### config.mk
export PLATFORM = sky130hd
export DESIGN_NAME = mux2_rr_arbiter_flat
export DESIGN_NICKNAME = d
export VERILOG_FILES = /design/src/rtl/mux2_rr_arbiter_pkg.sv /design/src/rtl/mux2_rr_arbiter_if.sv /design/src/rtl/mux2_rr_arbiter_mux2_n.sv /design/src/rtl/mux2_rr_arbiter_rr_pick_2.sv /design/src/rtl/mux2_rr_arbiter.sv /design/src/flat_wrapper.sv
export SDC_FILE = /design/constraint.sdc
export NUM_CORES = 1
export LEC_CHECK = 0
export ABC_AREA = 1
export ABC_CLOCK_PERIOD_IN_PS = 3490
export CORE_MARGIN = 2
export CORE_UTILIZATION = 40
export DETAILED_ROUTE_END_ITERATION = 10
export PLACE_DENSITY = 0.88
export SLEW_MARGIN = 10
export SYNTH_ARGS = -nofsm -noshare
export SYNTH_HDL_FRONTEND = slang
export SYNTH_SLANG_ARGS = --single-unit
### constraint.sdc
create_clock -name clk -period 3.49 [get_ports clk]
set_input_delay 0.698 -clock clk [delete_from_list [all_inputs] [get_ports clk]]
set_output_delay 0.698 -clock clk [all_outputs]
set_load 0.01 [all_outputs]
### src/rtl/mux2_rr_arbiter_pkg.sv
// Shared types and reset values for the two-requester round-robin arbiter.
package mux2_arb_pkg;

  typedef enum logic [1:0] {
    IDLE   = 2'd0,
    GRANT0 = 2'd1,
    GRANT1 = 2'd2
  } arb_state_t;

  localparam arb_state_t RST_STATE     = IDLE;
  localparam logic       RST_PRIO      = 1'b0;  // requester 0 preferred after reset
  localparam logic       RST_OUT_VALID = 1'b0;
  localparam logic       RST_OUT_LAST  = 1'b0;
  localparam logic       RST_PKT_OPEN  = 1'b0;

  // Map a requester index to its grant state.
  function automatic arb_state_t grant_of(input logic sel);
    return sel ? GRANT1 : GRANT0;
  endfunction

endpackage

### src/rtl/mux2_rr_arbiter_if.sv
// Handshake bundle: two valid/ready requesters, one buffered output, status.
interface mux2_rr_arbiter_if #(
  parameter int N = 8
);
  logic         req0_valid;
  logic [N-1:0] req0_data;
  logic         req0_last;
  logic         req0_ready;
  logic         req1_valid;
  logic [N-1:0] req1_data;
  logic         req1_last;
  logic         req1_ready;
  logic         out_valid;
  logic [N-1:0] out_data;
  logic         out_last;
  logic         out_ready;
  logic         grant_sel;
  logic         busy;

  // Arbiter side
  modport slave (
    input  req0_valid, req0_data, req0_last,
    input  req1_valid, req1_data, req1_last,
    input  out_ready,
    output req0_ready, req1_ready,
    output out_valid, out_data, out_last,
    output grant_sel, busy
  );

  // Producer/consumer side
  modport master (
    output req0_valid, req0_data, req0_last,
    output req1_valid, req1_data, req1_last,
    output out_ready,
    input  req0_ready, req1_ready,
    input  out_valid, out_data, out_last,
    input  grant_sel, busy
  );
endinterface

### src/rtl/mux2_rr_arbiter_mux2_n.sv
// Generic N-bit 2:1 multiplexer.
module mux2_n #(
  parameter int N = 8
) (
  input  logic         sel,
  input  logic [N-1:0] in0,
  input  logic [N-1:0] in1,
  output logic [N-1:0] out
);

  assign out = sel ? in1 : in0;

endmodule

### src/rtl/mux2_rr_arbiter_rr_pick_2.sv
// Two-way round-robin pick: prio names the requester that wins a tie.
module rr_pick_2 (
  input  logic valid0,
  input  logic valid1,
  input  logic prio,
  output logic any,
  output logic winner
);

  // Winner is the sole valid requester, or prio when both are valid
  always_comb begin
    any    = valid0 | valid1;
    winner = (valid0 && valid1) ? prio : valid1;
  end

endmodule

### src/rtl/mux2_rr_arbiter.sv
// Round-robin arbiter sharing one buffered output channel between two
// valid/ready requesters, optionally locking the grant for a whole packet.
module mux2_rr_arbiter
  import mux2_arb_pkg::*;
#(
  parameter int N        = 8,
  parameter int LOCK_PKT = 1
) (
  input logic              clk,
  input logic              rst,
  mux2_rr_arbiter_if.slave bus
);

  arb_state_t   state_q, state_d;
  logic         prio_q, prio_d;
  logic         pkt_open_q, pkt_open_d;
  logic         grant_sel_q, grant_sel_d;
  logic         out_valid_q, out_valid_d;
  logic [N-1:0] out_data_q, out_data_d;
  logic         out_last_q, out_last_d;

  logic         can_load;
  logic         ready0, ready1;
  logic         accept;
  logic         granted_valid;
  logic         grant_end;
  logic         pick_prio;
  logic         pick_any;
  logic         pick_winner;
  logic [N:0]   sel_beat;

  // A new beat may enter when the buffer is empty or drains this cycle
  assign can_load      = !out_valid_q || bus.out_ready;
  assign ready0        = (state_q == GRANT0) && can_load;
  assign ready1        = (state_q == GRANT1) && can_load;
  assign accept        = (bus.req0_valid && ready0) || (bus.req1_valid && ready1);
  assign granted_valid = grant_sel_q ? bus.req1_valid : bus.req0_valid;

  mux2_n #(.N(N + 1)) u_mux (
    .sel (grant_sel_q),
    .in0 ({bus.req0_last, bus.req0_data}),
    .in1 ({bus.req1_last, bus.req1_data}),
    .out (sel_beat)
  );

  assign grant_end = accept && ((LOCK_PKT == 0) || sel_beat[N]);

  // At grant end the other requester is preferred; otherwise use stored prio
  assign pick_prio = grant_end ? ~grant_sel_q : prio_q;

  rr_pick_2 u_pick (
    .valid0 (bus.req0_valid),
    .valid1 (bus.req1_valid),
    .prio   (pick_prio),
    .any    (pick_any),
    .winner (pick_winner)
  );

  // Next grant: arbitrate from IDLE, hand over at grant end, release a
  // grant that sits between packets with nothing to send
  always_comb begin
    state_d    = state_q;
    prio_d     = prio_q;
    pkt_open_d = pkt_open_q;
    case (state_q)
      IDLE: begin
        if (pick_any) state_d = grant_of(pick_winner);
      end
      GRANT0, GRANT1: begin
        if (grant_end) begin
          prio_d     = ~grant_sel_q;
          pkt_open_d = 1'b0;
          state_d    = pick_any ? grant_of(pick_winner) : IDLE;
        end else if (accept) begin
          pkt_open_d = 1'b1;
        end else if (!pkt_open_q && !granted_valid) begin
          state_d = pick_any ? grant_of(pick_winner) : IDLE;
        end
      end
      default: state_d = IDLE;
    endcase
    grant_sel_d = (state_d == GRANT1);
  end

  // One-entry output buffer: load on accept, otherwise drain when taken
  always_comb begin
    out_valid_d = out_valid_q;
    out_data_d  = out_data_q;
    out_last_d  = out_last_q;
    if (accept) begin
      out_valid_d = 1'b1;
      out_data_d  = sel_beat[N-1:0];
      out_last_d  = sel_beat[N];
    end else if (out_valid_q && bus.out_ready) begin
      out_valid_d = 1'b0;
    end
  end

  // Arbitration state registers
  always_ff @(posedge clk) begin
    if (rst) begin
      state_q     <= RST_STATE;
      prio_q      <= RST_PRIO;
      pkt_open_q  <= RST_PKT_OPEN;
      grant_sel_q <= 1'b0;
    end else begin
      state_q     <= state_d;
      prio_q      <= prio_d;
      pkt_open_q  <= pkt_open_d;
      grant_sel_q <= grant_sel_d;
    end
  end

  // Output buffer registers; reset drops any buffered beat
  always_ff @(posedge clk) begin
    if (rst) begin
      out_valid_q <= RST_OUT_VALID;
      out_data_q  <= '0;
      out_last_q  <= RST_OUT_LAST;
    end else begin
      out_valid_q <= out_valid_d;
      out_data_q  <= out_data_d;
      out_last_q  <= out_last_d;
    end
  end

  assign bus.req0_ready = ready0;
  assign bus.req1_ready = ready1;
  assign bus.out_valid  = out_valid_q;
  assign bus.out_data   = out_data_q;
  assign bus.out_last   = out_last_q;
  assign bus.grant_sel  = grant_sel_q;
  assign bus.busy       = (state_q != IDLE) || out_valid_q;

endmodule

### src/flat_wrapper.sv
// flat-port wrapper written by rule: the top's interface ports become plain ports
module mux2_rr_arbiter_flat import mux2_arb_pkg::*;
#(
  parameter int N        = 8,
  parameter int LOCK_PKT = 1
)
  (clk, rst, bus_req0_valid, bus_req0_data, bus_req0_last, bus_req1_valid, bus_req1_data, bus_req1_last, bus_out_ready, bus_req0_ready, bus_req1_ready, bus_out_valid, bus_out_data, bus_out_last, bus_grant_sel, bus_busy);
  mux2_rr_arbiter_if #(.N(N)) bus_i ();
  input logic clk;
  input logic rst;
  input wire logic [$bits(bus_i.req0_valid)-1:0] bus_req0_valid;
  input wire logic [$bits(bus_i.req0_data)-1:0] bus_req0_data;
  input wire logic [$bits(bus_i.req0_last)-1:0] bus_req0_last;
  input wire logic [$bits(bus_i.req1_valid)-1:0] bus_req1_valid;
  input wire logic [$bits(bus_i.req1_data)-1:0] bus_req1_data;
  input wire logic [$bits(bus_i.req1_last)-1:0] bus_req1_last;
  input wire logic [$bits(bus_i.out_ready)-1:0] bus_out_ready;
  output wire logic [$bits(bus_i.req0_ready)-1:0] bus_req0_ready;
  output wire logic [$bits(bus_i.req1_ready)-1:0] bus_req1_ready;
  output wire logic [$bits(bus_i.out_valid)-1:0] bus_out_valid;
  output wire logic [$bits(bus_i.out_data)-1:0] bus_out_data;
  output wire logic [$bits(bus_i.out_last)-1:0] bus_out_last;
  output wire logic [$bits(bus_i.grant_sel)-1:0] bus_grant_sel;
  output wire logic [$bits(bus_i.busy)-1:0] bus_busy;
  assign bus_i.req0_valid = bus_req0_valid;
  assign bus_i.req0_data = bus_req0_data;
  assign bus_i.req0_last = bus_req0_last;
  assign bus_i.req1_valid = bus_req1_valid;
  assign bus_i.req1_data = bus_req1_data;
  assign bus_i.req1_last = bus_req1_last;
  assign bus_i.out_ready = bus_out_ready;
  assign bus_req0_ready = bus_i.req0_ready;
  assign bus_req1_ready = bus_i.req1_ready;
  assign bus_out_valid = bus_i.out_valid;
  assign bus_out_data = bus_i.out_data;
  assign bus_out_last = bus_i.out_last;
  assign bus_grant_sel = bus_i.grant_sel;
  assign bus_busy = bus_i.busy;
  mux2_rr_arbiter #(.N(N), .LOCK_PKT(LOCK_PKT)) u_core (.clk(clk), .rst(rst), .bus(bus_i));
endmodule
==> flow_summary.ini <==
[status]
status = complete, no violations

[min_path]
hold_depth = 2
worstHoldPathType = register to register
hold-path-endpoint = u_core.bus.out_last
holdCritStartpoint = u_core.bus.out_last

[global_routing]
grt_overflow = 0
antenna_found_initial = 0
grt_pass1_wl_um = 3553
track_usage = 0.1855
grt_pass1_vias = 847
grt_max_degree = 24

[timing]
grt_setup_unrepaired = no
relSlewSlack = 0.6510
setup_ws_ns = 0.8034
setup-violations-final = 0
fin_crit_sh = 0.7698
finalSetupTns_ns = 0
finClkSkew_ns = 0.001732
fmax_mhz = 372.2
period_needed_ns = 2.687
drv_slew = 0
hold_viol = 0
tightestPinTransition_ns = 0.5228

[placed_design]
gp_congestion = 0.8843
pre_cts_ws_ns = 0.8052
dp.cells = 179
port_buffers = 36
dpl.hpwl_um = 1571

[setup_path]
cp_slowest_cell = clkdlybuf4s50_1
regToRegSetupSlack_ns = 1.60
worstSetupPathType = primary input to output pin
rr_startpoint = u_core.state_q[1]
arrival_ns = 1.99
critPathRequiredTime_ns = 2.79
end_kind = output pin
crit_chain = clkdlybuf4s50_1 -> inv_1 -> nand2_1 -> inv_1 -> nor2_1 -> clkdlybuf4s50_1
worst_setup_path_start_kind = primary input
rr_worst_depth = 13
r2r-end = u_core.state_q[1]
cpPeakStageDelay_ns = 0.54
critPathMaxFanout = 3

[clock_tree]
cts_setup_buffers = 0
post_cts_resized = 0
cts_tree = done
holdBufCountCts = 0
clkTransAtPathRegs_ns = 0.09
clock_path_buffers = 2
cts_buffers = 3
numClockSinks = 15
cts_root_buf = clkbuf_4
h-tree-depth = 1
clk_latency_ns = 0.29

[job]
cap_violations = 0

[route]
drc = 0
via_per_inst = 4.880
drtIter0Drc = 25
vias = 893
ant_nets = 0
drt_first_pass_iters = 4
routed_wirelength_um = 2117
avgRoutedWirePerCell_um = 11.57

[floorplan]
die_h_um = 49.54
start_util = 0.4228
core_um2 = 1962
row_count = 16
dieArea_um2 = 2454
ioPinCount = 37
fp.dieW_um = 49.54

[logic_synthesis]
yosysUniqueCellTypes = 21
ys_seq_area_frac = 0.3620
ys_ff_latch = 15
syn_area_per_cell_um2 = 6.971
netlist_area_um2 = 829.5
yosys_warnings = 0
synth-main-ff-cell = dfxtp_1
synth_edf_count = 0
synthArstFlopShare = 0
synth_nets = 146
syn_inst = 119

[power_and_ir_drop]
power_density_nw_per_um2 = 756.1
power.total_w = 0.0009328
leakage_nw = 0.5652
vdd_ir_drop_max_mv = 0.4066

[final_layout]
postLayoutCoreUtil = 0.6288
syn_to_final_growth_pct = 48.72
num_antenna_cells = 0
nets = 184
final_cells = 183
drive_gt1_frac = 0.1090
## layout by cell type, fill, tap and decap left out
cell type	netlist	final
clkdlybuf4s50_1	0	36
nand2_1	32	32
inv_1	16	16
dfxtp_1	15	15
o21ai_0	9	9
a31oi_1	9	9
nand2_2	7	7
nand3_1	6	6
nor2_1	4	4
ha_1	4	4
clkbuf_4	0	3
inv_2	2	2
o21ai_1	2	2
o211ai_1	2	2
a21oi_1	2	2
or2_2	1	1
nand2_4	1	1
o21ai_2	1	1
a21boi_1	1	1
nor2_2	1	1
a311oi_1	1	1
clkinv_2	0	1
## sequential cells by signal (all words and copies together), names as in the netlist
signal / flops
u_core.bus.out_data: 8
u_core.state_q: 2
u_core.bus.grant_sel: 1
u_core.bus.out_last: 1
u_core.bus.out_valid: 1
u_core.pkt_open_q: 1
u_core.prio_q: 1
## through the flow
step                      area (µm²)  hold WS, ns
final                           1234       0.4726
after global placement          1206       0.4600
after global routing            1234       0.4959
after CTS                       1234       0.4787
after floorplan                829.5       0.4770
after detailed placement        1206       0.4659
## routing by layer
metal | global-route usage | wire, µm | vias up
li1 | - | - | 458
met1 | 0.2090 | 925 | 398
met2 | 0.3356 | 1026 | 34
met3 | 0.04242 | 143 | 3
met4 | 0.06944 | 21 | 0
met5 | 0 | 0 | -
## worst max-delay path by stage
stage                        from  depth (start not counted)        endpoint
floorplan           bus_out_ready                          4  bus_req0_ready
global placement    bus_out_ready                          6  bus_req0_ready
detailed placement  bus_out_ready                          6  bus_req0_ready
CTS                 bus_out_ready                          6  bus_req0_ready
global route        bus_out_ready                          6  bus_req0_ready
finish              bus_out_ready                          6  bus_req0_ready
## critical path: cells and delay by family
kind / cells / cell delay (ns)
buf+inv: 4 / 1.11
simple gates: 2 / 0.18
## cell usage after synthesis (2+ instances only)
cell type / n / share of area
a21oi_1: 2 / 0.012
a31oi_1: 9 / 0.068
buf_2: 2 / 0.012
dfxtp_1: 15 / 0.36
ha_1: 4 / 0.060
inv_1: 16 / 0.072
inv_2: 2 / 0.0091
nand2_1: 32 / 0.14
nand2_2: 7 / 0.053
nand3_1: 6 / 0.036
nor2_1: 4 / 0.018
o211ai_1: 2 / 0.018
o21ai_0: 9 / 0.054
o21ai_1: 2 / 0.012
## power by group
part	internal [W]	leakage [nW]	total [W]	switching (W)
Clock	0.0000426	0.0177	0.000100	0.0000578
Sequential	0.000237	0.123	0.000301	0.0000633
Combinational	0.000251	0.425	0.000532	0.000280
## layout make-up
class | count | area, µm²
Multi-Input combinational cell | 83 | 444.2
Sequential cell | 15 | 300.3
Inverter | 18 | 67.56
Tap cell | 27 | 33.78
Timing Repair Buffer | 36 | 360.3
Clock inverter | 1 | 5.005
Clock buffer | 3 | 22.52
Fill cell | 187 | 728.2
## logic make-up after synthesis
logic type	Yosys count	share of synthesized area
AO/OA/AOI/OAI	27	0.1946
buffers and inverters	21	0.1026
AND/OR/NAND/NOR	52	0.2806
flip-flops	15	0.3620
adder cells (fa/ha/maj)	4	0.06033
Power figures use the tool's default switching activity.
